[src/rtl/i2s_transmitter_pkg.sv]
// Shared audio definitions: sample width, I2S word-select encoding and transmitter states.
package i2s_transmitter_pkg;

    localparam int unsigned SAMPLE_WIDTH  = 16;
    localparam int unsigned I2S_SLOT_BITS = 16;

    localparam logic LR_LEFT  = 1'b0;
    localparam logic LR_RIGHT = 1'b1;

    typedef enum logic {
        IDLE,
        RUN
    } tx_state_t;

endpackage

[src/rtl/i2s_clk_gen.sv]
// I2S clock generation: bclk divider, falling-edge strobe, bit counter and lrclk.
module i2s_clk_gen
    import i2s_transmitter_pkg::*;
#(
    parameter int unsigned SLOT_BITS = I2S_SLOT_BITS,
    parameter int unsigned CLK_DIV   = 4
) (
    input  logic clk,
    input  logic reset_n,
    output logic bclk,
    output logic lrclk,
    output logic fall_c,
    output logic frame_c
);

    localparam int unsigned FRAME_BITS = 2 * SLOT_BITS;
    localparam int unsigned DIV_W      = $clog2(CLK_DIV);
    localparam int unsigned BIT_W      = $clog2(FRAME_BITS);

    logic [DIV_W-1:0] div_cnt;
    logic [BIT_W-1:0] bit_cnt;
    logic [BIT_W-1:0] bit_nxt_c;
    logic             div_tc_c;
    logic             bit_last_c;

    assign div_tc_c   = (div_cnt == DIV_W'(CLK_DIV - 1));
    assign bit_last_c = (bit_cnt == BIT_W'(FRAME_BITS - 1));
    assign bit_nxt_c  = bit_last_c ? '0 : bit_cnt + BIT_W'(1);
    assign fall_c     = div_tc_c & bclk;
    assign frame_c    = fall_c & bit_last_c;

    // Bit counter parks on the last bit so the first fall event opens a frame.
    always_ff @(posedge clk or negedge reset_n) begin
        if (!reset_n) begin
            div_cnt <= '0;
            bclk    <= 1'b0;
            bit_cnt <= BIT_W'(FRAME_BITS - 1);
            lrclk   <= LR_RIGHT;
        end else begin
            div_cnt <= div_tc_c ? '0 : div_cnt + DIV_W'(1);
            if (div_tc_c) begin
                bclk <= ~bclk;
            end
            if (fall_c) begin
                bit_cnt <= bit_nxt_c;
                lrclk   <= (bit_nxt_c < BIT_W'(SLOT_BITS)) ? LR_LEFT : LR_RIGHT;
            end
        end
    end

endmodule

[src/rtl/i2s_transmitter.sv]
// Double-buffered stereo I2S transmitter with valid/ready sample input.
// Optional saturating underrun counter enabled by I2S_TX_UNDERRUN_CNT_EN.
module i2s_transmitter
    import i2s_transmitter_pkg::*;
#(
    parameter int unsigned DATA_WIDTH = SAMPLE_WIDTH,
    parameter int unsigned SLOT_BITS  = I2S_SLOT_BITS,
    parameter int unsigned CLK_DIV    = 4
) (
    input  logic                  clk,
    input  logic                  reset_n,
    input  logic                  sample_valid,
    output logic                  sample_ready,
    input  logic [DATA_WIDTH-1:0] audio_left_in,
    input  logic [DATA_WIDTH-1:0] audio_right_in,
    output logic                  bclk,
    output logic                  lrclk,
    output logic                  sdata,
    output logic                  underrun
`ifdef I2S_TX_UNDERRUN_CNT_EN
    ,
    output logic [15:0]           underrun_count
`endif
);

    localparam int unsigned FRAME_BITS = 2 * SLOT_BITS;
    localparam int unsigned PAD_BITS   = SLOT_BITS - DATA_WIDTH;

    tx_state_t             state;
    tx_state_t             state_nxt;
    logic                  fall_c;
    logic                  frame_c;
    logic                  accept_c;
    logic                  underrun_c;
    logic                  ready_nxt_c;
    logic [FRAME_BITS-1:0] shift_q;
    logic [FRAME_BITS-1:0] shift_nxt_c;
    logic [DATA_WIDTH-1:0] hold_left;
    logic [DATA_WIDTH-1:0] hold_right;

    // Each sample is left-justified in its slot, zero padded below.
    function automatic logic [FRAME_BITS-1:0] frame_word(input logic [DATA_WIDTH-1:0] l,
                                                         input logic [DATA_WIDTH-1:0] r);
        logic [SLOT_BITS-1:0] ls;
        logic [SLOT_BITS-1:0] rs;
        ls = SLOT_BITS'(l) << PAD_BITS;
        rs = SLOT_BITS'(r) << PAD_BITS;
        return {ls, rs};
    endfunction

    i2s_clk_gen #(
        .SLOT_BITS (SLOT_BITS),
        .CLK_DIV   (CLK_DIV)
    ) u_clk_gen (
        .clk     (clk),
        .reset_n (reset_n),
        .bclk    (bclk),
        .lrclk   (lrclk),
        .fall_c  (fall_c),
        .frame_c (frame_c)
    );

    always_ff @(posedge clk or negedge reset_n) begin
        if (!reset_n) begin
            state <= IDLE;
        end else begin
            state <= state_nxt;
        end
    end

    // A pair arriving on an empty-holding frame boundary bypasses straight into the shifter.
    always_comb begin
        state_nxt   = state;
        accept_c    = sample_valid & sample_ready;
        underrun_c  = 1'b0;
        ready_nxt_c = sample_ready;
        shift_nxt_c = shift_q;
        case (state)
            IDLE:    if (accept_c) state_nxt = RUN;
            RUN:     state_nxt = RUN;
            default: state_nxt = IDLE;
        endcase
        if (frame_c) begin
            ready_nxt_c = 1'b1;
            if (!sample_ready) begin
                shift_nxt_c = frame_word(hold_left, hold_right);
            end else if (accept_c) begin
                shift_nxt_c = frame_word(audio_left_in, audio_right_in);
            end else begin
                shift_nxt_c = '0;
                underrun_c  = (state == RUN);
            end
        end else begin
            if (accept_c) begin
                ready_nxt_c = 1'b0;
            end
            if (fall_c) begin
                shift_nxt_c = {shift_q[FRAME_BITS-2:0], 1'b0};
            end
        end
    end

    // sdata takes the shifter MSB one bclk late, giving the I2S one-bit delay.
    always_ff @(posedge clk or negedge reset_n) begin
        if (!reset_n) begin
            hold_left    <= '0;
            hold_right   <= '0;
            shift_q      <= '0;
            sample_ready <= 1'b1;
            underrun     <= 1'b0;
            sdata        <= 1'b0;
        end else begin
            if (accept_c && !frame_c) begin
                hold_left  <= audio_left_in;
                hold_right <= audio_right_in;
            end
            if (fall_c) begin
                sdata <= shift_q[FRAME_BITS-1];
            end
            shift_q      <= shift_nxt_c;
            sample_ready <= ready_nxt_c;
            underrun     <= underrun_c;
        end
    end

`ifdef I2S_TX_UNDERRUN_CNT_EN
    always_ff @(posedge clk or negedge reset_n) begin
        if (!reset_n) begin
            underrun_count <= '0;
        end else if (underrun_c && (underrun_count != 16'hFFFF)) begin
            underrun_count <= underrun_count + 16'd1;
        end
    end
`endif

endmodule

[config.mk]
export PLATFORM = sky130hd
export DESIGN_NAME = i2s_transmitter
export DESIGN_NICKNAME = d
export VERILOG_FILES = /design/src/rtl/i2s_transmitter_pkg.sv /design/src/rtl/i2s_clk_gen.sv /design/src/rtl/i2s_transmitter.sv
export SDC_FILE = /design/constraint.sdc
export NUM_CORES = 1
export LEC_CHECK = 0
export ABC_AREA = 1
export BUFFER_PORTS_ARGS = -buffer_cell sky130_fd_sc_hd__buf_2
export CORE_ASPECT_RATIO = 0.8
export CORE_UTILIZATION = 62
export DETAILED_ROUTE_END_ITERATION = 12
export GPL_ROUTABILITY_DRIVEN = 0
export HOLD_SLACK_MARGIN = 0.08
export PLACE_DENSITY = 0.84
export SKIP_CTS_REPAIR_TIMING = 1
export SLEW_MARGIN = 10
export SYNTH_ARGS = -nofsm -noshare
export SYNTH_HDL_FRONTEND = slang
export SYNTH_SLANG_ARGS = --single-unit
export TNS_END_PERCENT = 1
[constraint.sdc]
create_clock -name clk -period 2.9 [get_ports clk]
set_input_delay 0.145 -clock clk [delete_from_list [all_inputs] [get_ports clk]]
set_output_delay 0.145 -clock clk [all_outputs]
set_load 0.01 [all_outputs]
# After elaboration in Yosys (flattened, before gate mapping)

Cells that the tools add are included.

Add/sub/neg operators: 2
Multiply operators: 0
Divide/modulo/power cells: 0
$lt $le $gt $ge: 1
Equal/unequal tests: 2
Shift-type cells: 0
Muxes and demuxes: 14
Bitwise logic cells: 5
Reduce and logical (&&, ||, !) cells: 4

Operator list:

| operator                                                      | count |
|---|---|
| 32-bit two-way mux                                            | 4 |
| 1-bit two-way mux                                             | 7 |
| 5-bit by 1-bit adder with 5-bit output, second input constant | 1 |
| 5-bit == test, second input constant                          | 1 |
| 5-bit < comparator, second input constant                     | 1 |
| 5-bit two-way mux                                             | 1 |
| 2-bit nonzero test                                            | 2 |
| 1-bit bitwise AND                                             | 3 |
| 2-bit by 1-bit adder with 2-bit output, second input constant | 1 |
| 2-bit == test, second input constant                          | 1 |
| 2-bit two-way mux                                             | 1 |
| 1-bit NOT                                                     | 2 |
| 1-bit case mux with 2 select lines                            | 1 |
| 1-bit logical AND                                             | 1 |
| 1-bit zero test                                               | 1 |

Register bits: 77
Latch bits: 0
Memory bits (writable): 0
Memory bits (read-only): 0
Output and inout bits: 5
Word-level logic and storage cells: 39
Memories: 0

# Depth between registers and ports, before layout

Gate-level depths: netlist of run 1.

Word-level depth: 5
Depth in mapped cells: 9
Gate-level depth less buffers: 8

# Hierarchy

From an unflattened synthesis of run 1, not the netlist that was laid out.

Cell total of the unflattened synthesis: 499
Area, all modules: 3868.7 µm²

Modules (own cells, without submodules):

| module          | times used | cells an instance | area an instance (µm²) | sequential area each (µm²) |
|---|---|---|---|---|
| i2s_transmitter | 1          | 456               | 3487.1                 | 1702.9 |
| i2s_clk_gen     | 1          | 43                | 381.6                  | 206.4 |

# Worst setup path before layout of run 1

Ideal clock, no wire load.

Kind: register to register
Start: register u_clk_gen.bit_cnt[0]
End: register hold_left[0]
Arrival: 1.609 ns
Data required time: 2.778 ns
Slack: 1.170 ns
Cell stages (with the launch flop): 9
Buffers on the path: 1
Period minus slack after synthesis: 1.730 ns
Cell sequence: dfstp_2 ha_1 inv_1 nor2_1 ha_1 inv_1 o21ai_4 clkbuf_2 o21ai_1

Longest elaborated chain between the ends: 4

Ends and longest elaborated chain:

| element                  | line                   | RTL |
|---|---|---|
| start: declaration       | i2s_clk_gen.sv:21      | `logic [BIT_W-1:0] bit_cnt;` |
| start signal: assignment | i2s_clk_gen.sv:37      | `bit_cnt <= BIT_W'(FRAME_BITS - 1);` |
| start signal: assignment | i2s_clk_gen.sv:45      | `bit_cnt <= bit_nxt_c;` |
| 5-bit == test            | i2s_clk_gen.sv:27      | `assign bit_last_c = (bit_cnt == BIT_W'(FRAME_BITS - 1));` |
| 1-bit bitwise AND        | i2s_clk_gen.sv:30      | `assign frame_c = fall_c & bit_last_c;` |
| 1-bit zero test          | i2s_transmitter.sv:113 | `if (accept_c && !frame_c) begin` |
| 1-bit logical AND        | i2s_transmitter.sv:113 |  |
| end signal: assignment   | i2s_transmitter.sv:114 | `hold_left <= audio_left_in;` |
| end: declaration         | i2s_transmitter.sv:38  | `logic [DATA_WIDTH-1:0] hold_left;` |

No other way between the ends.
A chain may end at the register's enable or synchronous reset.

# Worst setup path in the final report of run 1

Start: register u_clk_gen.bit_cnt[0]
End: register hold_left[14]

The elaborated chain is that of the path after synthesis.

==> impl_metrics.env, run 1 <==
export IMPL_instances_no_fill=547
export IMPL_overflow=0
export IMPL_ir_drop_mv=0.329
export IMPL_worstMarginPinSlew_ns=1.07
export IMPL_grt_pass1_vias=2590
export IMPL_max_slew_margin_pct=28.5
export IMPL_routedWlPerCell_microns=12.9
export IMPL_fin_util_pct=76.8
export IMPL_viasPerCell=5.26
export IMPL_yosys_area_share_simple_pct=25.7
export IMPL_drtIter0Drc=254
export IMPL_initial_utilization_pct=66.5
export IMPL_synth_compound_area_share_pct=10.3
export IMPL_fin_nets=519
export IMPL_avgSynthCellArea_sq_um=7.98
export IMPL_root_buffer="clkbuf_8"
export IMPL_syn_nets=471
export IMPL_numCtsBuffers=9
export IMPL_fin_crit_sh_pct=75.8
export IMPL_io_pins=40
export IMPL_setup_viol=0
export IMPL_clkSlewWorstSetupHoldPaths_ns=0.08
export IMPL_fin_crit_ns=2.20
export IMPL_syn_inst=432
export IMPL_p_per_area_nw_per_um2=505
export IMPL_route_detailed_drc=0
export IMPL_die_w_microns=85.4
export IMPL_std_cell_rows=23
export IMPL_crit_required_ns=3.10
export IMPL_synth_top_cell_area_share_pct=50.8
export IMPL_leakagePower_nw=2.02
export IMPL_grtUsageTotal_pct=25.5
export IMPL_maxSlewViolCount=0
export IMPL_antenna_found_initial=0
export IMPL_coreArea_sq_um=5180
export IMPL_cts_tree="done"
export IMPL_hp_class="in -> reg"
export IMPL_postRouteAntennaNets=0
export IMPL_h_tree_depth=3
export IMPL_clock_sinks=76
export IMPL_diodes=0
export IMPL_yosysUniqueCellTypes=18
export IMPL_placed_cells=517
export IMPL_dr_pass1_iters=4
export IMPL_fmax_mhz=455
export IMPL_drv_cap=0
export IMPL_vias=2878
export IMPL_synth_top_family_by_area="simple AND/OR/NAND/NOR gates"
export IMPL_die_h_microns=68.7
export IMPL_finalClockSkew_ns=0.00874
export IMPL_grt_pass1_wl_microns=11400
export IMPL_drive_gt1_share_pct=14.4
export IMPL_grt_max_degree=77
export IMPL_hpwlAfterDp_microns=4080
export IMPL_clkLatencyLatePin_ns=0.35
export IMPL_ys_seq_area_share_pct=55.4
export IMPL_hold_slack_ns=0.0594
export IMPL_synth_xor_area_share_pct=0
export IMPL_critical_path_class="reg -> reg"
export IMPL_setup_tns_final_ns=0
export IMPL_grt_setup_unrepaired="false"
export IMPL_area_delta_synth_final_pct=15.4
export IMPL_crit_path_start_kind="register"
export IMPL_yosysWarnings=0
export IMPL_clockBufferDepth=2
export IMPL_finalHoldViolations=0
export IMPL_netlist_area_sq_um=3450
export IMPL_io_buffers=39
export IMPL_synthTopCellsByArea="dfrtp_1 (51%), nand2_1 (19%), o21ai_0 (7.7%), nand3_1 (4.9%), dfstp_2 (4.6%)"
export IMPL_wl_microns=7070
export IMPL_synthMuxAreaShare_pct=0
export IMPL_ys_ff_latch=76
export IMPL_crit_fanout=64
export IMPL_worstSetupEndpointType="register"
export IMPL_synth_adder_area_share_pct=1.45
export IMPL_die_area_sq_um=5860
export IMPL_crit_arrival_ns=2.40
export IMPL_yosysTopAreaCell="dfrtp_1"
export IMPL_status="complete, no violations"
final cells by class:
type	count	area (sq um)
clock buffer	11	141
clock inverter	5	27.5
fill	378	1200
inverter	39	146
multi-input combinational	295	1290
sequential	76	1910
tap	62	77.6
timing repair buffer	59	383
through the flow:
stage | power (mW) | instance area (sq um) | setup WS [ns]
2_1_floorplan | 1.24 | 3450 | 1.17
3_3_place_gp | 1.30 | 3670 | 0.860
3_5_place_dp | 1.31 | 3670 | 0.693
4_1_cts | 2.00 | 3840 | 0.685
5_1_grt | 2.10 | 3980 | 0.519
6_report | 2.01 | 3980 | 0.702
cells in the mapped netlist:
cell type  count
nand2_1      176
dfrtp_1       70
o21ai_0       53
inv_1         39
nand3_1       34
buf_2         13
o21ai_1       12
nor2_1        11
dfstp_2        6
clkbuf_1       4
ha_1           4
clkbuf_2       3
buf_1          2
a21oi_1        1
nor2_2         1
o21ai_4        1
o21bai_1       1
or2_2          1
state kept, by name, indices dropped and copies added, names as in the netlist:
name and flops:
state 1, u_clk_gen.div_cnt 2, hold_left 16, hold_right 16, u_clk_gen.bclk 1, underrun 1, sdata 1, u_clk_gen.bit_cnt 5
shift_q 32, sample_ready 1
layer usage:
layer  share of wire [%]  GRT usage [%]  up-vias  wire length, microns
met5                   0              0        -                     0
met4                 1.9           10.4        0                   133
met3                 4.4           6.31       14                   314
met2                  47           43.4       77                  3310
met1                  47           32.2     1343                  3310
li1                    -              -     1444                     -
worst max-delay path, stage by stage (launching register included):
cell and delay [ns]:
dfstp_2 0.55, ha_1 0.17, inv_1 0.06, nor2_1 0.15
ha_1 0.21, inv_1 0.09, o21ai_4 0.14, buf_4 0.46
o21ai_0 0.17
worst paths after layout:
| path | from | endpoint | slack (ns) | cells after the start |
|---|---|---|---|---|
| min in group asynchronous | reset_n | underrun | 0.48 | 2 |
| min reg2reg | u_clk_gen.div_cnt[0] | u_clk_gen.div_cnt[0] | 0.43 | 1 |
| max in group asynchronous | reset_n | shift_q[11] | 1.82 | 2 |
| max | u_clk_gen.bit_cnt[0] | hold_left[14] | 0.70 | 8 |
| max reg2reg | u_clk_gen.bit_cnt[0] | hold_left[14] | 0.70 | 8 |
| min | audio_right_in[7] | hold_right[7] | 0.06 | 3 |
power breakdown:
| part | internal (mW) | switching [mW] | leakage [nW] |
|---|---|---|---|
| Combinational | 0.0758 | 0.0845 | 1.08 |
| Clock | 0.328 | 0.377 | 0.0889 |
| Sequential | 1.11 | 0.0315 | 0.849 |
cells by family (layout without fill, tap and decap cells):
| group | after synthesis | in the layout |
|---|---|---|
| AND/OR/NAND/NOR | 223 | 223 |
| flip-flops | 76 | 76 |
| AO/OA/AOI/OAI | 68 | 68 |
| buffers and inverters | 61 | 114 |
| adder cells (fa/ha/maj) | 4 | 4 |
layout by cell type, fill, tap and decap left out, types with 6 or more instances in the layout:
cell and n:
dfrtp_1 70, clkbuf_8 10, dfstp_2 6, buf_4 7
nand3_1 34, dlygate4sd3_1 14, o21ai_0 53, buf_2 38
inv_1 39, nand2_1 176, o21ai_1 12, nor2_1 10
(Power assumes the default switching activity.)
==> run 2, diff against run 1 <==
--- a/config.mk
+++ b/config.mk
@@ -5,14 +5,14 @@
 export SDC_FILE = /design/constraint.sdc
 export NUM_CORES = 1
 export LEC_CHECK = 0
-export ABC_AREA = 1
+export ABC_AREA = 0
 export BUFFER_PORTS_ARGS = -buffer_cell sky130_fd_sc_hd__buf_2
 export CORE_ASPECT_RATIO = 0.8
-export CORE_UTILIZATION = 62
+export CORE_UTILIZATION = 53
 export DETAILED_ROUTE_END_ITERATION = 12
 export GPL_ROUTABILITY_DRIVEN = 0
 export HOLD_SLACK_MARGIN = 0.08
-export PLACE_DENSITY = 0.84
+export PLACE_DENSITY = 0.76
 export SKIP_CTS_REPAIR_TIMING = 1
 export SLEW_MARGIN = 10
 export SYNTH_ARGS = -nofsm -noshare
==> constraint.sdc (replaced) <==
create_clock -name clk -period 1.8 [get_ports clk]
set_input_delay 0.09 -clock clk [delete_from_list [all_inputs] [get_ports clk]]
set_output_delay 0.09 -clock clk [all_outputs]
set_load 0.01 [all_outputs]
==> run 2 against run 1 <==
The flow now finishes with violations (setup timing). Global-route usage down 2.4 points. Cell area increased by 19%. Wire length up 16%. Register-to-register slack worse by 0.78 ns. Largest power group unchanged. Setup slack got worse by 0.78 ns. Clock-buffer cell count is 2 higher. Non-clock buffer count up 31. Largest cell class unchanged. Via count grew 0.42%.
==> impl_metrics.env, run 2 <==
export IMPL_violations="setup timing"
export IMPL_antenna_found_initial=0
export IMPL_root_buffer="clkbuf_8"
export IMPL_fillers=547
export IMPL_fin_crit_sh_pct=104
export IMPL_largest_register="shift_q"
export IMPL_wl_met2_microns=4000
export IMPL_placed_cells=477
export IMPL_crit_required_ns=2.04
export IMPL_hold_slack_ns=0.212
export IMPL_multi_input_area_sq_um=1740
export IMPL_crit_arrival_ns=2.11
export IMPL_p_clk_share_pct=42.0
export IMPL_yosysUniqueCellTypes=27
export IMPL_grtUsageTotal_pct=23.1
export IMPL_p_comb_share_pct=7.9
export IMPL_die_h_microns=77.5
export IMPL_crit_path_start_kind="register"
export IMPL_critical_path_class="reg -> reg"
export IMPL_drtIter0Drc=197
export IMPL_postRouteAntennaNets=0
export IMPL_async_reset_ff_share_pct=100
export IMPL_worstSetupEndpointType="register"
export IMPL_syn_nets=402
export IMPL_route_detailed_drc=0
export IMPL_ir_drop_mv=0.490
export IMPL_drv_cap=0
export IMPL_numCtsBuffers=9
export IMPL_p_int_mw=2.84
export IMPL_fin_crit_ns=1.88
export IMPL_yosysWarnings=0
export IMPL_grt_setup_unrepaired="true"
export IMPL_leakagePower_nw=2.34
export IMPL_pre_cts_slack_ns=-0.0918
export IMPL_io_buffers=39
export IMPL_crit_fanout=6
export IMPL_timing_final_ws_setup_ns=-0.0751
export IMPL_coreArea_sq_um=6890
export IMPL_synth_top_cell_area_share_pct=46.4
export IMPL_syn_inst=363
export IMPL_ys_ff_latch=76
export IMPL_ys_top_cells_by_count="dfrtp_1 (70), nand2_1 (43), o21ai_0 (36)"
export IMPL_initial_utilization_pct=54.8
export IMPL_routedWlPerCell_microns=15.6
export IMPL_status="complete, but fails checks"
export IMPL_clkLatencyLatePin_ns=0.35
export IMPL_largest_register_ffs=32
export IMPL_avgSynthCellArea_sq_um=10.4
export IMPL_clock_sinks=76
export IMPL_layout_commonest_cell="dfrtp_1"
export IMPL_clockBufferDepth=2
export IMPL_overflow=0
export IMPL_fin_nets=474
export IMPL_io_pins=40
export IMPL_drive_gt1_share_pct=26.1
export IMPL_synthTopCellsByArea="dfrtp_1 (46%), mux2_4 (12%), and3_1 (5.6%), nand2b_1 (5.5%), o21ai_0 (4.8%)"
export IMPL_post_synth_top_count_cell="dfrtp_1"
export IMPL_placed_area_sq_um=4140
export IMPL_synthFlopType="dfrtp_1"
export IMPL_yosysTopAreaCell="dfrtp_1"
export IMPL_fmax_mhz=533
export IMPL_r2r_cells=7
export IMPL_grt_pass1_wl_microns=13000
export IMPL_final_area_sq_um=4740
export IMPL_viasPerCell=5.48
export IMPL_netlist_area_sq_um=3770
export IMPL_hp_class="in -> async"
export IMPL_hpwlAfterDp_microns=5140
export IMPL_seq_power_share_pct=50.1
export IMPL_ys_seq_area_share_pct=50.6
export IMPL_setup_viol=31
export IMPL_diodes=0
export IMPL_grt_max_degree=41
export IMPL_drt_met1_wl_microns=3780
export IMPL_largestRegisters="shift_q x32, hold_left x16, hold_right x16"
export IMPL_switching_power_uw=772
export IMPL_die_w_microns=96.3
export IMPL_instances_no_fill=527
export IMPL_topRoutingLayerUsed="met4"
export IMPL_vias=2890
export IMPL_dr_pass1_iters=4
export IMPL_finalClockSkew_ns=0.00644
export IMPL_total_power_mw=3.61
export IMPL_worstMarginPinSlew_ns=0.409
export IMPL_layout_common_cells="dfrtp_1 (70), nand2_1 (43), buf_2 (38)"
export IMPL_die_area_sq_um=7460
export IMPL_synth_edf_count=0
export IMPL_h_tree_depth=3
export IMPL_clkSlewWorstSetupHoldPaths_ns=0.08
export IMPL_maxSlewViolCount=0
export IMPL_finalHoldViolations=0
export IMPL_final_seq_area_sq_um=1910
export IMPL_wl_microns=8230
export IMPL_max_slew_margin_pct=72.7
export IMPL_std_cell_rows=27
export IMPL_cts_tree="done"
export IMPL_sw_frac_of_total_pct=21.4
export IMPL_grt_pass1_vias=2673
export IMPL_met3WireLength_microns=306
export IMPL_p_per_area_nw_per_um2=763
export IMPL_area_delta_synth_final_pct=25.5
run 2: changes by cell type after synthesis, moves of 4 or more:
cell	previous run	this run
mux2_4	0	30
buf_6	0	4
o21ai_0	53	36
nor2_1	11	3
buf_4	0	5
and3_1	0	34
nand2b_1	0	33
o21ai_1	12	31
clkbuf_1	4	9
nand2_1	176	43
inv_1	39	1
run 2: path summary, 6_finish.rpt:
path	startpoint	to	slack, ns
max	u_clk_gen.bit_cnt[1]	hold_left[14]	-0.08
min	reset_n	hold_right[10]	0.21
max reg2reg	u_clk_gen.bit_cnt[1]	hold_left[14]	-0.08
min reg2reg	u_clk_gen.div_cnt[0]	u_clk_gen.div_cnt[0]	0.43
max in group asynchronous	reset_n	u_clk_gen.bit_cnt[1]	1.00
min in group clk	sample_valid	state	0.22
run 2: area by class of cell:
type	count	share of cell area, %
clock buffer	13	3.57
clock inverter	3	1.43
inverter	1	0.0792
multi-input combinational	257	36.6
sequential	76	40.3
tap	87	2.30
timing repair buffer	90	15.7
run 2: kinds of logic after synthesis:
family | after synthesis | synth area share [%]
compound gates | 71 | 9.65
simple gates | 149 | 21.1
buf+inv | 30 | 4.61
mux | 32 | 12.5
xor+xnor | 1 | 0.232
fa+ha+maj | 4 | 1.33
flops | 76 | 50.6
run 2: per-layer routing:
metal | vias to the layer above | GRT usage (%)
met1 | 1420 | 32.2
met5 | - | 0
met3 | 9 | 6.76
li1 | 1392 | -
met4 | 0 | 5.74
met2 | 69 | 35.4
run 2: power by group through the flow:
stage	clock (mW)	sequential (mW)	combinational, mW
final	1.52	1.81	0.285
after global routing	1.62	1.82	0.315
after detailed placement	0	1.84	0.230
after CTS	1.55	1.81	0.230
after global placement	0	1.84	0.217
after floorplan	0	1.83	0.123
run 2: critical path: stages, from the launching register on:
cell       delay (ns)
dfstp_2          0.57
ha_4             0.14
and3_4           0.19
ha_4             0.15
nand3_4          0.07
nand3_4          0.16
clkbuf_16        0.19
mux2_4           0.29
run 2: metrics by stage:
step / utilization (%) / setup TNS, ns
floorplan: - / -1.38
global placement: 60.0 / -0.0434
detailed placement: 60.0 / -1.33
CTS: 63.5 / -1.69
global route: 68.7 / -3.80
finish: 68.7 / -1.91
